File: config.mk
export PLATFORM = sky130hd
export DESIGN_NAME = seven_seg_scan_decoder_flat
export DESIGN_NICKNAME = d
export VERILOG_FILES = /design/src/rtl/seven_seg_pkg.sv /design/src/rtl/seven_seg_scan_decoder_if.sv /design/src/rtl/seven_seg_pattern_decoder.sv /design/src/rtl/seven_seg_scan_decoder.sv /design/src/flat_wrapper.sv
export SDC_FILE = /design/constraint.sdc
export NUM_CORES = 1
export LEC_CHECK = 0
export BUFFER_PORTS_ARGS = -buffer_cell sky130_fd_sc_hd__buf_4
export CORE_ASPECT_RATIO = 0.5
export CORE_MARGIN = 4
export CORE_UTILIZATION = 52
export DETAILED_ROUTE_END_ITERATION = 8
export PLACE_DENSITY_LB_ADDON = 0.05
export SYNTH_ARGS = -nofsm -noshare
export SYNTH_HDL_FRONTEND = slang
export SYNTH_SLANG_ARGS = --single-unit
File: constraint.sdc
create_clock -name clk -period 3.9 [get_ports clk]
set_clock_uncertainty 0.2 [all_clocks]
set_input_delay 1.17 -clock clk [delete_from_list [all_inputs] [get_ports clk]]
set_output_delay 1.17 -clock clk [all_outputs]
set_load 0.005 [all_outputs]
File: src/rtl/seven_seg_pkg.sv
// Shared seven-segment definitions: active-low glyph constants ({g,f,e,d,c,b,a})
// and the decode-result struct. The hex-to-segment encoder uses the same table.
package seven_seg_pkg;

  localparam logic [6:0] SEG_0     = 7'b1000000;
  localparam logic [6:0] SEG_1     = 7'b1111001;
  localparam logic [6:0] SEG_2     = 7'b0100100;
  localparam logic [6:0] SEG_3     = 7'b0110000;
  localparam logic [6:0] SEG_4     = 7'b0011001;
  localparam logic [6:0] SEG_5     = 7'b0010010;
  localparam logic [6:0] SEG_6     = 7'b0000010;
  localparam logic [6:0] SEG_7     = 7'b1111000;
  localparam logic [6:0] SEG_8     = 7'b0000000;
  localparam logic [6:0] SEG_9     = 7'b0010000;
  localparam logic [6:0] SEG_A     = 7'b0001000;
  localparam logic [6:0] SEG_B     = 7'b0000011;
  localparam logic [6:0] SEG_C     = 7'b1000110;
  localparam logic [6:0] SEG_D     = 7'b0100001;
  localparam logic [6:0] SEG_E     = 7'b0000110;
  localparam logic [6:0] SEG_F     = 7'b0001110;
  localparam logic [6:0] SEG_BLANK = 7'b1111111;

  typedef struct packed {
    logic       is_hex;
    logic       is_blank;
    logic [3:0] nibble;
  } seg_decode_t;

endpackage

File: src/rtl/seven_seg_scan_decoder_if.sv
// Display-bus bundle for the scan decoder: the multiplexed segment/anode lines
// coming in and the reassembled value and status pulses going out.
interface seven_seg_scan_decoder_if #(
  parameter int NUM_DIGITS = 4
);
  logic [6:0]              seg_in;
  logic [NUM_DIGITS-1:0]   an_in;
  logic [4*NUM_DIGITS-1:0] value_out;
  logic [NUM_DIGITS-1:0]   digit_valid;
  logic                    frame_valid;
  logic                    pattern_err;
  logic [2:0]              err_digit;

  // Display-side driver (or bench) that owns the segment/anode lines.
  modport master (
    output seg_in, an_in,
    input  value_out, digit_valid, frame_valid, pattern_err, err_digit
  );

  // Decoder side.
  modport slave (
    input  seg_in, an_in,
    output value_out, digit_valid, frame_valid, pattern_err, err_digit
  );
endinterface

File: src/rtl/seven_seg_pattern_decoder.sv
// Combinational inverse of the hex-to-segment encoder: maps a 7-bit active-low
// pattern to {is_hex, is_blank, nibble}. Anything else decodes as neither.
module seven_seg_pattern_decoder
  import seven_seg_pkg::*;
(
  input  logic [6:0]  pattern_i,
  output seg_decode_t result_o
);

  // Glyph lookup; unknown patterns fall through to the all-zero result.
  always_comb begin
    result_o = '{is_hex: 1'b0, is_blank: 1'b0, nibble: 4'h0};
    case (pattern_i)
      SEG_0:     result_o = '{is_hex: 1'b1, is_blank: 1'b0, nibble: 4'h0};
      SEG_1:     result_o = '{is_hex: 1'b1, is_blank: 1'b0, nibble: 4'h1};
      SEG_2:     result_o = '{is_hex: 1'b1, is_blank: 1'b0, nibble: 4'h2};
      SEG_3:     result_o = '{is_hex: 1'b1, is_blank: 1'b0, nibble: 4'h3};
      SEG_4:     result_o = '{is_hex: 1'b1, is_blank: 1'b0, nibble: 4'h4};
      SEG_5:     result_o = '{is_hex: 1'b1, is_blank: 1'b0, nibble: 4'h5};
      SEG_6:     result_o = '{is_hex: 1'b1, is_blank: 1'b0, nibble: 4'h6};
      SEG_7:     result_o = '{is_hex: 1'b1, is_blank: 1'b0, nibble: 4'h7};
      SEG_8:     result_o = '{is_hex: 1'b1, is_blank: 1'b0, nibble: 4'h8};
      SEG_9:     result_o = '{is_hex: 1'b1, is_blank: 1'b0, nibble: 4'h9};
      SEG_A:     result_o = '{is_hex: 1'b1, is_blank: 1'b0, nibble: 4'hA};
      SEG_B:     result_o = '{is_hex: 1'b1, is_blank: 1'b0, nibble: 4'hB};
      SEG_C:     result_o = '{is_hex: 1'b1, is_blank: 1'b0, nibble: 4'hC};
      SEG_D:     result_o = '{is_hex: 1'b1, is_blank: 1'b0, nibble: 4'hD};
      SEG_E:     result_o = '{is_hex: 1'b1, is_blank: 1'b0, nibble: 4'hE};
      SEG_F:     result_o = '{is_hex: 1'b1, is_blank: 1'b0, nibble: 4'hF};
      SEG_BLANK: result_o = '{is_hex: 1'b0, is_blank: 1'b1, nibble: 4'h0};
      default:   result_o = '{is_hex: 1'b0, is_blank: 1'b0, nibble: 4'h0};
    endcase
  end

endmodule

File: src/rtl/seven_seg_scan_decoder.sv
// Loopback monitor for a multiplexed active-low seven-segment display: decodes
// each scan slot back to a hex nibble and reassembles the displayed value.
// Optional build macro SEVEN_SEG_STABILITY_FILTER_EN: when defined, a digit is
// committed only after STABLE_CYCLES identical samples (rejects anode ghosting);
// when undefined, every change of (digit, pattern) commits immediately.
module seven_seg_scan_decoder
  import seven_seg_pkg::*;
#(
  parameter int NUM_DIGITS    = 4,
  parameter int STABLE_CYCLES = 4
) (
  input logic                     clk,
  input logic                     rst,
  seven_seg_scan_decoder_if.slave bus
);

  // Registered input sample; idle state is "no anode, all segments off".
  logic [6:0]            seg_q;
  logic [NUM_DIGITS-1:0] an_q;

  // Previous valid sample, used to detect a continuing run.
  logic                  prev_ok_q;
  logic [2:0]            prev_idx_q;
  logic [6:0]            prev_seg_q;

  logic                  sample_ok_s;
  logic [2:0]            idx_s;
  logic                  same_s;
  logic                  commit_s;
  seg_decode_t           dec_s;

  logic [4*NUM_DIGITS-1:0] value_q, value_d;
  logic [NUM_DIGITS-1:0]   digit_valid_q, digit_valid_d;
  logic [NUM_DIGITS-1:0]   seen_q, seen_d;
  logic                    frame_q, frame_d;
  logic                    err_q, err_d;
  logic [2:0]              err_digit_q, err_digit_d;

  // Capture the raw display lines once so everything downstream sees one sample.
  always_ff @(posedge clk or posedge rst) begin
    if (rst) begin
      seg_q <= SEG_BLANK;
      an_q  <= '1;
    end else begin
      seg_q <= bus.seg_in;
      an_q  <= bus.an_in;
    end
  end

  // Slot qualification: exactly one active (low) anode selects the digit.
  always_comb begin
    sample_ok_s = ($countones(~an_q) == 1);
    idx_s       = 3'd0;
    for (int d = 0; d < NUM_DIGITS; d++) begin
      if (!an_q[d]) begin
        idx_s = 3'(d);
      end else begin
        idx_s = idx_s;
      end
    end
    same_s = prev_ok_q && (prev_idx_q == idx_s) && (prev_seg_q == seg_q);
  end

  // Remember the last valid sample; an invalid slot breaks the run.
  always_ff @(posedge clk or posedge rst) begin
    if (rst) begin
      prev_ok_q  <= 1'b0;
      prev_idx_q <= 3'd0;
      prev_seg_q <= SEG_BLANK;
    end else if (sample_ok_s) begin
      prev_ok_q  <= 1'b1;
      prev_idx_q <= idx_s;
      prev_seg_q <= seg_q;
    end else begin
      prev_ok_q  <= 1'b0;
    end
  end

`ifdef SEVEN_SEG_STABILITY_FILTER_EN
  localparam int RUN_W = $clog2(STABLE_CYCLES + 1);

  logic [RUN_W-1:0] run_q, run_d;

  // Run counter: load 1 on a new pattern, count up on repeats, saturate.
  always_comb begin
    run_d = run_q;
    if (!sample_ok_s) begin
      run_d = '0;
    end else if (!same_s) begin
      run_d = RUN_W'(1);
    end else if (run_q == RUN_W'(STABLE_CYCLES)) begin
      run_d = run_q;
    end else begin
      run_d = run_q + RUN_W'(1);
    end
    // Commit exactly on the transition into STABLE_CYCLES.
    commit_s = sample_ok_s && same_s && (run_q == RUN_W'(STABLE_CYCLES - 1));
  end

  // Run counter register.
  always_ff @(posedge clk or posedge rst) begin
    if (rst) begin
      run_q <= '0;
    end else begin
      run_q <= run_d;
    end
  end
`else
  // Unfiltered: any new (digit, pattern) commits on its first sample.
  always_comb begin
    commit_s = sample_ok_s && !same_s;
  end
`endif

  seven_seg_pattern_decoder u_pattern_decoder (
    .pattern_i (seg_q),
    .result_o  (dec_s)
  );

  // Commit handling and frame tracking; seen is cleared the cycle after it
  // fills, and a commit in that same cycle lands after the clear.
  always_comb begin
    value_d       = value_q;
    digit_valid_d = digit_valid_q;
    seen_d        = (&seen_q) ? '0 : seen_q;
    frame_d       = &seen_q;
    err_d         = commit_s && !dec_s.is_hex && !dec_s.is_blank;
    err_digit_d   = err_d ? idx_s : err_digit_q;
    for (int d = 0; d < NUM_DIGITS; d++) begin
      if (commit_s && (idx_s == 3'(d)) && dec_s.is_hex) begin
        value_d[4*d +: 4] = dec_s.nibble;
        digit_valid_d[d]  = 1'b1;
        seen_d[d]         = 1'b1;
      end else if (commit_s && (idx_s == 3'(d)) && dec_s.is_blank) begin
        digit_valid_d[d]  = 1'b0;
        seen_d[d]         = 1'b1;
      end else begin
        digit_valid_d[d]  = digit_valid_d[d];
      end
    end
  end

  // Output and bookkeeping registers.
  always_ff @(posedge clk or posedge rst) begin
    if (rst) begin
      value_q       <= '0;
      digit_valid_q <= '0;
      seen_q        <= '0;
      frame_q       <= 1'b0;
      err_q         <= 1'b0;
      err_digit_q   <= 3'd0;
    end else begin
      value_q       <= value_d;
      digit_valid_q <= digit_valid_d;
      seen_q        <= seen_d;
      frame_q       <= frame_d;
      err_q         <= err_d;
      err_digit_q   <= err_digit_d;
    end
  end

  assign bus.value_out   = value_q;
  assign bus.digit_valid = digit_valid_q;
  assign bus.frame_valid = frame_q;
  assign bus.pattern_err = err_q;
  assign bus.err_digit   = err_digit_q;

endmodule

File: src/flat_wrapper.sv
// flat-port wrapper written by rule: the top's interface ports become plain ports
module seven_seg_scan_decoder_flat import seven_seg_pkg::*;
#(
  parameter int NUM_DIGITS    = 4,
  parameter int STABLE_CYCLES = 4
)
  (clk, rst, bus_seg_in, bus_an_in, bus_value_out, bus_digit_valid, bus_frame_valid, bus_pattern_err, bus_err_digit);
  seven_seg_scan_decoder_if #(.NUM_DIGITS(NUM_DIGITS)) bus_i ();
  input logic clk;
  input logic rst;
  input wire logic [$bits(bus_i.seg_in)-1:0] bus_seg_in;
  input wire logic [$bits(bus_i.an_in)-1:0] bus_an_in;
  output wire logic [$bits(bus_i.value_out)-1:0] bus_value_out;
  output wire logic [$bits(bus_i.digit_valid)-1:0] bus_digit_valid;
  output wire logic [$bits(bus_i.frame_valid)-1:0] bus_frame_valid;
  output wire logic [$bits(bus_i.pattern_err)-1:0] bus_pattern_err;
  output wire logic [$bits(bus_i.err_digit)-1:0] bus_err_digit;
  assign bus_i.seg_in = bus_seg_in;
  assign bus_i.an_in = bus_an_in;
  assign bus_value_out = bus_i.value_out;
  assign bus_digit_valid = bus_i.digit_valid;
  assign bus_frame_valid = bus_i.frame_valid;
  assign bus_pattern_err = bus_i.pattern_err;
  assign bus_err_digit = bus_i.err_digit;
  seven_seg_scan_decoder #(.NUM_DIGITS(NUM_DIGITS), .STABLE_CYCLES(STABLE_CYCLES)) u_core (.clk(clk), .rst(rst), .bus(bus_i));
endmodule
==> impl_metrics.toml, run 1 <==
[route]
dr.pass1.iters = 4
post-route-drc-count = 0
viasPerCell = 5.41
ant_nets = 0
drtIter0Drc = 69
routedWlPerCell_um = 15.3
num_vias = 1678
drt_wl_total_mm = 4.74

[timing]
worst_pin_slew_ps = 979
finalWorstSetupSlack_ps = 626
rsz0062_at_grt = "false"
clock.fmax_ghz = 0.305
drv_slew = 0
setup_viol = 0
min_period_over_period_pct = 83.9
min_period_ps = 3270
finalHoldViolations = 0
final.setup.tns_ps = 0
relSlewSlack_pct = 34.6

[outcome]
status = "finished clean"

[power_and_ir_drop]
peakVddDrop_uv = 262
power.density_nw_per_um2 = 457
power_leakage_nw = 1.27
finalPower_w = 0.00129

[die]
initial_core_util_pct = 54.9
die_w_um = 105
row_count = 17
coreArea_um2 = 4490
ioPinCount = 38
die_area_um2 = 5970
fp.dieH_um = 56.7

[synthesis]
ys.flop_type = "dfrtp_1"
synth_area_leader_cell = "dfrtp_1"
synth_area_leaders = "dfrtp_1, dfstp_2, mux2_2, nand3_1, ha_1"
synth_cell_types = 55
synthAdderAreaFrac_pct = 3.35
synth-seq-area-share_pct = 50.7
synth_nets = 232
yosys.area_share.xor_xnor_pct = 3.55
yosysWarnings = 0
synthCells = 213
synth_compound_area_share_pct = 8.53
synth-simple-area-share_pct = 16.1
synth_top_area_share_pct = 31.5
async_flop_share_pct = 100
synth_top_family_by_area = "simple AND/OR/NAND/NOR gates"
synth.avg_cell_area_um2 = 11.6
synth.ff_latch_count = 49
synth_edf_count = 0
synth_area_um2 = 2460
synthMuxAreaShare_pct = 12.0

[placed_design]
dpl_worst_slack_ps = 648
dp_hpwl_mm = 3.44
globalplace.congestion = 0.805
portBuffers = 36

[worst_hold_path]
hold_path_startpoint = "u_core.seen_q[3]"
hold_path_class = "flip-flop to flip-flop"

[clock_tree]
cts_made_buffers = 5
cts_tree = "done"
cts.clk_slew.worst_paths_ps = 90
cts_setup_buffers = 0
root_buffer = "clkbuf_8"
cts_sinks = 49
cts-htree-levels = 2
cts.path.max_buffers = 2
clk_latency_ps = 300
cts-hold-fix-buffers = 0
cts.repair.resized = 0

[global_routing]
grt_pass1_vias = 1648
grt_max_degree = 50
grt_pass1_wl_mm = 8.30
grt_usage_pct = 17.6
antenna_found_initial = 0
gr-total-overflow = 0

[finish]
antenna_cells = 0
nFillCells = 372
syn2layout_area_growth_pct = 14.3
final_core_utilization_pct = 62.8
final_layout_size_suffix_gt1_share_pct = 39.3
nNetsFinal = 262
final_common_cell = "buf_4"
layout_common_cells = "buf_4, dfrtp_1, mux2_2, dfstp_2, nand3_1"

[worst_setup_path]
rr_worst_depth = 9
worstSetupEndpoint = "u_core.bus.value_out[15]"
reg2reg_slack_ps = 630
worstSetupStartpointType = "flip-flop"
worstSetupPathType = "flip-flop to flip-flop"
endpoint_kind = "flip-flop"
startpoint = "u_core.an_q[2]"
worstReg2RegStart = "u_core.an_q[2]"
cp_max_fo = 5
r2r-end = "u_core.bus.value_out[15]"
critical_path_arrival_ps = 3270
required_ps = 3900

[job]
maxCapViolCount = 0
==> layout make-up <==
type                       count  area [um2]  share of cell area [%]
tap                           66        82.6                    2.93
sequential                    49        1250                    44.3
multi-input combinational    139        1080                    38.3
clock buffer                   7        76.3                    2.71
clock inverter                 1        7.51                   0.267
inverter                      10        37.5                    1.33
timing repair buffer          38         285                    10.1
==> cell families after synthesis <==
family	count (synthesis)
and+or+nand+nor	66
other	1
muxes	25
AOI/OAI and AO/OA	31
DFF	49
adders and majority gates	6
xor gates and xnor gates	10
buffers and inverters	25
==> how the worst min path moves through the flow <==
stage / slack [ps] / cells after the start / to
final: 290 / 2 / u_core.seen_q[3]
after global routing: 310 / 1 / u_core.bus.digit_valid[3]
after CTS: 290 / 2 / u_core.seen_q[3]
after detailed placement: 270 / 2 / u_core.seen_q[3]
after global placement: 270 / 2 / u_core.seen_q[2]
after floorplan: 250 / 2 / u_core.seen_q[3]
==> power breakdown <==
part	internal, W	total [W]	switching, W
clock network	0.000127	0.000294	0.000167
registers	0.000637	0.000716	0.0000785
logic	0.000162	0.000279	0.000117
total	0.000926	0.00129	0.000363
==> cells in the mapped netlist (2+ instances only) <==
cell     instances
o31ai_1          2
a21oi_1          4
buf_2            8
nand4_1          4
nand3_1         13
o21ai_0          5
mux2_1           2
inv_1           10
nand2_1         10
a31oi_1          2
dfstp_2         18
a21o_1           5
buf_6            3
nor3b_1          3
ha_1             5
nor3_2           3
dfrtp_1         31
nor2b_1          2
o22ai_1          2
mux2_2          19
xor2_1           4
buf_4            3
nor2_1          10
mux2_4           4
nor3_1           5
nor4_2           2
xnor2_1          6
==> metal layers <==
layer,vias to the layer above,global-route usage [%],share of wire (%)
li1,815,-,-
met1,819,25.2,50
met2,35,24.8,43
met3,9,5.17,5.3
met4,0,6.73,1.6
met5,-,0,0
==> sequential cells by signal, indices dropped and copies added (netlist names) <==
signal,flops
u_core.bus.err_digit,2
u_core.prev_ok_q,1
u_core.prev_seg_q,7
u_core.bus.pattern_err,1
u_core.seen_q,4
u_core.bus.value_out,16
u_core.seg_q,7
u_core.an_q,4
u_core.prev_idx_q,2
u_core.bus.digit_valid,4
u_core.bus.frame_valid,1
==> worst max-delay path, cell delays in order (launching register included) <==
cell and delay (ps):
dfstp_2 540, inv_1 60, ha_1 290, ha_1 200, fa_1 440, nor3b_1 270, nand2_1 140, a21o_1 270
nor3_2 380, mux2_2 390
==> metrics by stage <==
stage	cell area, um2	hold slack, ps	std cells
after floorplan	2460	249	213
after global placement	2730	267	302
after detailed placement	2730	273	302
after CTS	2820	293	310
after global routing	2820	315	310
final	2820	286	310
(Power assumes the default switching activity.)
==> run 2, diff against run 1 <==
- CORE_UTILIZATION: 52 -> 51
- clock period: 3.9 -> 2.9 ns (I/O delays scaled with it)
==> run 2 against run 1 <==
The run now ends with negative setup slack left. Final cell count grew 7.4%. Combinational power rose by 66%. Worst hold slack gained 8.0 ps. Clock power grew 43%. Largest power group unchanged. Die area grew 1.7%. Worst setup slack got worse by 670 ps. Final area grew 12%. Critical path depth unchanged. Via count increased by 7.6%. Critical endpoint is now u_core.bus.value_out[9]. Count of clock-buffer cells in the layout decreased by 1.
==> impl_metrics.toml, run 2 (synthesized netlist as in run 1, its figures left out) <==
[worst_setup_path]
worstSetupStartpointType = "flip-flop"
worstReg2RegStart = "u_core.an_q[3]"
reg2reg_slack_ps = -40
required_ps = 2890
r2r-end = "u_core.bus.value_out[9]"
endpoint_kind = "flip-flop"
worstSetupPathType = "flip-flop to flip-flop"
cp_max_fo = 5
rr_worst_depth = 9
critical_path_arrival_ps = 2930

[timing]
final.setup.tns_ps = -149
finalWorstSetupSlack_ps = -41.2
setup_viol = 4
min_period_ps = 2940
drv_slew = 0
worst_pin_slew_ps = 742
whs_ps = 294
relSlewSlack_pct = 50.2
rsz0062_at_grt = "true"
finalHoldViolations = 0
clock.fmax_ghz = 0.340
min_period_over_period_pct = 101

[worst_hold_path]
hold_path_startpoint = "u_core.seen_q[2]"
hold_path_class = "flip-flop to flip-flop"
whs_path_depth = 2
hold_end = "u_core.seen_q[2]"

[route]
drtIter0Drc = 53
viasPerCell = 5.42
dr.pass1.iters = 5
post-route-drc-count = 0
num_vias = 1805
drt_wl_total_mm = 5.45
routedWlPerCell_um = 16.4
ant_nets = 0

[placed_design]
placed_area_um2 = 2910
globalplace.congestion = 0.858
portBuffers = 36
dp_hpwl_mm = 3.75

[clock_tree]
cts_sinks = 49
clk_latency_ps = 300
cts.clk_slew.worst_paths_ps = 100
cts-htree-levels = 2
cts.path.max_buffers = 2
root_buffer = "clkbuf_8"
cts_tree = "done"
cts_made_buffers = 5

[job]
maxCapViolCount = 0

[finish]
layout_common_cells = "buf_4, dfrtp_1, dfstp_2, mux2_4"
final_common_cell = "buf_4"
antenna_cells = 0
nNetsFinal = 285
nFillCells = 340
largest_register_ffs = 16
fin_area_um2 = 3160
syn2layout_area_growth_pct = 28.0
final_core_utilization_pct = 69.6
final_layout_size_suffix_gt1_share_pct = 50.9

[die]
fp.dieH_um = 57.2
coreArea_um2 = 4530
row_count = 17
die_w_um = 106
die_area_um2 = 6080
initial_core_util_pct = 54.4
ioPinCount = 38

[global_routing]
antenna_found_initial = 0
grt_max_degree = 50
gr-total-overflow = 0
grt_pass1_vias = 1739
grt_pass1_wl_mm = 8.91
grt_usage_pct = 18.7

[power_and_ir_drop]
peakVddDrop_uv = 353
power_leakage_nw = 1.43
finalPower_w = 0.00185
power.density_nw_per_um2 = 585

[outcome]
violations = "negative setup slack"
status = "finished, violations left"
[run 2: cell count changes in the layout (fill, tap and decap cells not counted), moves of 3 or more]
cell    delta
buf_4     +19
mux2_4     +9
mux2_2     -8
inv_1      -5
inv_2      +5
ha_1       -3
ha_4       +3
[run 2: per-layer routing]
layer	vias to the layer above	GRT usage [%]	share of wire, %
met5	-	0	0
met4	0	3.87	0.50
li1	856	-	-
met3	4	5.31	7.5
met1	884	26.8	48
met2	61	28.7	45
[run 2: final cells by class]
type | count | area, um2 | area share [%]
clock inverter | 2 | 13.8 | 0.436
timing repair buffer | 61 | 490 | 15.5
tap | 66 | 82.6 | 2.62
clock buffer | 6 | 82.6 | 2.62
multi-input combinational | 139 | 1200 | 38.0
sequential | 49 | 1250 | 39.6
inverter | 10 | 37.5 | 1.19
[run 2: worst max-delay path by stage]
stage | from | end | slack, ps | depth (start not counted)
6_report | u_core.an_q[3] | u_core.bus.value_out[9] | -40 | 9
5_1_grt | u_core.an_q[3] | u_core.bus.value_out[9] | -120 | 9
4_1_cts | u_core.an_q[1] | u_core.bus.value_out[15] | -120 | 10
3_5_place_dp | u_core.an_q[1] | u_core.bus.value_out[15] | -120 | 9
3_3_place_gp | u_core.an_q[0] | u_core.bus.value_out[12] | -100 | 9
2_1_floorplan | u_core.an_q[0] | u_core.bus.value_out[12] | -6 | 9
[run 2: through the flow]
stage / worst slack, ps / std cells
final: -41.2 / 333
after global routing: -115 / 333
after CTS: -123 / 332
after detailed placement: -121 / 317
after global placement: -101 / 317
after floorplan: -5.57 / 213
[run 2: worst max-delay path, cell delays in order (launching register included)]
cell,delay (ps)
dfstp_2,550
inv_2,40
ha_4,230
ha_4,150
fa_1,450
nor3b_2,220
buf_4,150
a21boi_4,250
and3_4,280
mux2_4,300
[run 2: power breakdown]
| part | switching, W | total [W] | leakage (nW) | internal [W] |
|---|---|---|---|---|
| Sequential | 0.000108 | 0.000965 | 0.598 | 0.000857 |
| Clock | 0.000226 | 0.000420 | 0.0512 | 0.000194 |
| Combinational | 0.000190 | 0.000462 | 0.784 | 0.000272 |
[run 2: what timing repair did]
| item | CTS | global route |
|---|---|---|
| setup endpoints to repair | 15 | 21 |
| hold buffers | 0 | 0 |
| pin swaps | 8 | 7 |
| resized for setup | 16 | 4 |
| buffers inserted | 7 | 1 |
